==> src/rtl/seq_mult_arbiter.sv <==
// Round-robin front end sharing one sequential signed multiplier between NUM_REQ requesters.
// One operation is in flight at a time; the product returns tagged with the owner's index.
module seq_mult_arbiter #(
    parameter int NUM_REQ     = 4,
    parameter int ID_W        = 2,
    parameter int WIDTH       = 32,
    parameter int MUL_LATENCY = 33
) (
    input  logic                     clk,
    input  logic                     reset,
    input  logic [NUM_REQ-1:0]       req_valid,
    input  logic [NUM_REQ*WIDTH-1:0] req_a,
    input  logic [NUM_REQ*WIDTH-1:0] req_b,
    output logic [NUM_REQ-1:0]       req_ready,
    output logic                     rsp_valid,
    input  logic                     rsp_ready,
    output logic [ID_W-1:0]          rsp_id,
    output logic [2*WIDTH-1:0]       rsp_product,
    output logic                     mul_load,
    output logic [WIDTH-1:0]         mul_a,
    output logic [WIDTH-1:0]         mul_b,
    input  logic [2*WIDTH-1:0]       mul_product
);
    localparam int CNT_W = $clog2(MUL_LATENCY + 1);

    typedef enum logic [1:0] {IDLE, LOAD, BUSY, RESP} state_t;

    state_t               state_q;
    logic [ID_W-1:0]      rr_ptr_q;
    logic [ID_W-1:0]      rr_ptr_d;
    logic [CNT_W-1:0]     cnt_q;
    logic                 rsp_valid_q;
    logic [ID_W-1:0]      rsp_id_q;
    logic [2*WIDTH-1:0]   rsp_product_q;
    logic                 mul_load_q;
    logic [WIDTH-1:0]     mul_a_q;
    logic [WIDTH-1:0]     mul_b_q;

    logic                 grant_found;
    logic [ID_W-1:0]      grant_idx;
    logic                 grant_fire;
    logic [WIDTH-1:0]     a_slice [NUM_REQ];
    logic [WIDTH-1:0]     b_slice [NUM_REQ];

    generate
        for (genvar gi = 0; gi < NUM_REQ; gi++) begin : g_unpack
            assign a_slice[gi] = req_a[gi*WIDTH +: WIDTH];
            assign b_slice[gi] = req_b[gi*WIDTH +: WIDTH];
        end
    endgenerate

    // First asserted request at or above rr_ptr, wrapping modulo NUM_REQ.
    always_comb begin
        grant_found = 1'b0;
        grant_idx   = '0;
        for (int i = 0; i < NUM_REQ; i++) begin
            if (!grant_found && req_valid[(int'(rr_ptr_q) + i) % NUM_REQ]) begin
                grant_found = 1'b1;
                grant_idx   = ID_W'((int'(rr_ptr_q) + i) % NUM_REQ);
            end
        end
        rr_ptr_d = (int'(grant_idx) == NUM_REQ - 1) ? '0 : grant_idx + 1'b1;
    end

    assign req_ready  = (state_q == IDLE && grant_found && !reset)
                      ? (NUM_REQ'(1) << grant_idx) : '0;
    assign grant_fire = |req_ready;

    always_ff @(posedge clk) begin
        if (reset) begin
            state_q       <= IDLE;
            rr_ptr_q      <= '0;
            cnt_q         <= '0;
            rsp_valid_q   <= 1'b0;
            rsp_id_q      <= '0;
            rsp_product_q <= '0;
            mul_load_q    <= 1'b0;
            mul_a_q       <= '0;
            mul_b_q       <= '0;
        end else begin
            case (state_q)
                IDLE: begin
                    if (grant_fire) begin
                        mul_a_q    <= a_slice[grant_idx];
                        mul_b_q    <= b_slice[grant_idx];
                        rsp_id_q   <= grant_idx;
                        rr_ptr_q   <= rr_ptr_d;
                        mul_load_q <= 1'b1;
                        state_q    <= LOAD;
                    end
                end
                LOAD: begin
                    mul_load_q <= 1'b0;
                    cnt_q      <= '0;
                    state_q    <= BUSY;
                end
                BUSY: begin
                    // Operands stay put: the multiplier re-reads the sign of a at the end.
                    if (cnt_q == CNT_W'(MUL_LATENCY)) begin
                        rsp_product_q <= mul_product;
                        rsp_valid_q   <= 1'b1;
                        state_q       <= RESP;
                    end else begin
                        cnt_q <= cnt_q + 1'b1;
                    end
                end
                RESP: begin
                    if (rsp_ready) begin
                        rsp_valid_q <= 1'b0;
                        state_q     <= IDLE;
                    end
                end
                default: state_q <= IDLE;
            endcase
        end
    end

    assign rsp_valid   = rsp_valid_q;
    assign rsp_id      = rsp_id_q;
    assign rsp_product = rsp_product_q;
    assign mul_load    = mul_load_q;
    assign mul_a       = mul_a_q;
    assign mul_b       = mul_b_q;
endmodule

==> config.mk <==
export PLATFORM = sky130hd
export DESIGN_NAME = seq_mult_arbiter
export DESIGN_NICKNAME = d
export VERILOG_FILES = /design/src/rtl/seq_mult_arbiter.sv
export SDC_FILE = /design/constraint.sdc
export NUM_CORES = 1
export LEC_CHECK = 0
export CORE_AREA = 2 2 181 183
export CTS_BUF_LIST = sky130_fd_sc_hd__clkbuf_8
export DETAILED_ROUTE_END_ITERATION = 7
export DIE_AREA = 0 0 183 185
export GPL_ROUTABILITY_DRIVEN = 0
export GPL_TIMING_DRIVEN = 0
export SLEW_MARGIN = 20
export SYNTH_ARGS = -nofsm -noshare
export SYNTH_HDL_FRONTEND = slang
export SYNTH_SLANG_ARGS = --single-unit
==> constraint.sdc <==
create_clock -name clk -period 2.9 [get_ports clk]
set_input_delay 0.58 -clock clk [delete_from_list [all_inputs] [get_ports clk]]
set_output_delay 0.58 -clock clk [all_outputs]
set_load 0.005 [all_outputs]
==> metrics.cfg <==
[run_status]
run_status = finished, final reports clean

[routing]
firstDrtPassIters = 5
drt_wl_total_um = 41140
via_count = 10060
drc = 0
antenna_left = 0
drtIter0Drc = 482
vias_per_cell = 5.209
wire_per_inst_um = 21.29

[finish]
area_delta_synth_final_pct = 66.07
register_area_sq_um = 2845
final_area_sq_um = 14540
finalNetCount = 1840
multi_input_area_sq_um = 5294
layout-drive-gt1-share = 0.1377
final_cells = 1932
fillCellCount = 3191

[power]
fin_total_pwr_uw = 9422
seq_power_share = 0.279
combPwrFrac = 0.534
netSwitchingFraction = 0.4129
powerDensity_nw_per_um2 = 648.2
intPower_uw = 5532
p_leak_uw = 0.004979
p_clk_frac = 0.187
ir_drop_uv = 466.7
p_sw_uw = 3890

[synth]
syn_nets = 1344
async_flop_share = 0
ys_top_cells_by_count = 142 x dfxtp_1, 136 x nand2_1, 128 x nor3b_1
synth.distinct_cells = 43
yosys_most_used_dff = dfxtp_1
synth-seq-cells = 142
synth_warnings = 0
avgSynthCellArea_sq_um = 8.675
yosysMostFrequentCell = dfxtp_1
synth-edff-count = 0
synth_top_area_share = 0.3248
synthesis.instances = 1009
synth_area_sq_um = 8753
synth_area_leaders = dfxtp_1 32%, a211oi_2 13%, nor3b_1 11%, a41oi_1 6.6%, nand2_1 5.8%
synth_top_area_cell = dfxtp_1
ys_seq_area_frac = 0.3248

[setup_path]
startpoint_type = input pin
cp.arrival_ns = 2.21
critical_path_peak_fanout = 11
critPathCaptureType = output pin
crit_required_ns = 2.32
worst-setup-path-type = in2out

[place]
dp_cells = 1879
dpl.hpwl_um = 32310
placed_cell_area_sq_um = 13920
io_buffers = 462

[cts]
cts-htree-levels = 4
cts_buffers = 17
clk_pin_slew_ns = 0.08
hold_buffers = 0
clockRootBuffer = clkbuf_8
clkSinkCount = 142
cts_tree = built
clk-insertion-delay-late_ns = 0.45
cts_buffer_depth = 2

[timing]
finalClockSkew_ns = 0.02740
min_period_ns = 2.793
relSlewSlack = 0.4444
fin_crit_sh = 0.9629
setup_viol = 0
timing.fmax_mhz = 358.1
finalHoldViolations = 0
slew_viol_final = 0
worst_pin_slew_ns = 0.8304

[min_path]
hp-class = reg2reg

[die]
die_y_um = 185
start_util = 0.2732
ios = 463
die_area_sq_um = 33860
core_area_sq_um = 32040
die-width_um = 183
rows = 66

[global_route]
grt_pass1_vias = 10060
grt.total_usage = 0.2322
grt_overflow = 0
antenna_found_initial = 5
grt_pass1_wl_um = 59550
grt_max_degree = 20

[run]
maxCapViolCount = 0

-- kinds of logic (layout without fill, tap and decap cells) --
family	count (synthesis)	count (layout)	share of synthesized area
compound gates	351	351	0.3393
fa+ha+maj	8	8	0.01144
buf+inv	134	643	0.07819
flops	142	142	0.3248
mux	3	3	0.003573
other cells	0	6	0
simple gates	371	371	0.2427
-- worst max-delay path, stage by stage --
cell           delay, ns
dlygate4sd2_1       0.29
or2_1               0.24
and4_4              0.20
or2_4               0.27
buf_12              0.16
and3_1              0.18
dlygate4sd2_1       0.28
-- placed cells by master (no fill, tap or decap), drive strengths merged, types with 4 or more instances in the layout --
cell and instances:
nand2b 4, dfxtp 142, nor3 6, clkdlybuf4s50 454
a21oi 75, nor3b 129, o31ai 64, nand2 136
inv 19, clkbuf 104, diode 6, a41oi 66
o21ai 8, a211oi 129, nor2 11, buf 57
and3 66, ha 8
-- layout make-up --
type	count	area share
timing repair buffer	480	0.3254
antenna	6	0.001033
multi-input combinational	733	0.3642
buffer	120	0.04682
inverter	11	0.003013
clock inverter	14	0.01162
tap	408	0.03512
clock buffer	18	0.01704
sequential	142	0.1957
-- path summary, 6_finish.rpt --
kind | slack (ns) | cells past startpoint | startpoint | to
max | 0.11 | 7 | req_valid[3] | req_ready[1]
min | 0.46 | 2 | rsp_product[13] | rsp_product[13]
max reg2reg | 0.15 | 12 | rr_ptr_q[1] | rr_ptr_q[1]
min reg2reg | 0.46 | 2 | rsp_product[13] | rsp_product[13]
-- sequential cells by signal, indices dropped and copies added, names as in the netlist --
register and flops:
rsp_product 64, mul_a 32, mul_b 32, cnt_q 6, rr_ptr_q 2, rsp_id 2, state_q 2, mul_load 1
rsp_valid 1
-- layer usage --
metal	vias up	global-route usage	part of all wire
li1	4856	-	-
met1	4756	0.2756	0.40
met2	405	0.4056	0.49
met3	45	0.06193	0.077
met4	2	0.07808	0.025
met5	-	0	0.00015
-- power groups by stage --
stage | registers, uW | logic, uW | clock network [uW]
2_1_floorplan | 2640 | 2600 | 0
3_3_place_gp | 2630 | 4850 | 0
3_5_place_dp | 2650 | 4850 | 0
4_1_cts | 2610 | 4920 | 1810
5_1_grt | 2680 | 5410 | 1900
6_report | 2630 | 5030 | 1770
-- through the flow --
stage,setup WS (ns),setup TNS (ns),hold slack (ns),utilization
floorplan,0.003888,0,0.4527,-
global placement,-0.9926,-66.84,0.4421,0.4345
detailed placement,-1.014,-68.16,0.4463,0.4345
CTS,-0.02075,-0.02966,0.4577,0.4488
global route,-0.003265,-0.003265,0.4732,0.4536
finish,0.1075,0,0.4576,0.4537
-- timing repair --
item	4_1_cts	5_1_grt
buffers inserted	5	13
gates resized for setup	29	29
setup endpoints to repair	72	68
pin swaps	6	2
Power figures use the tool's default switching activity.
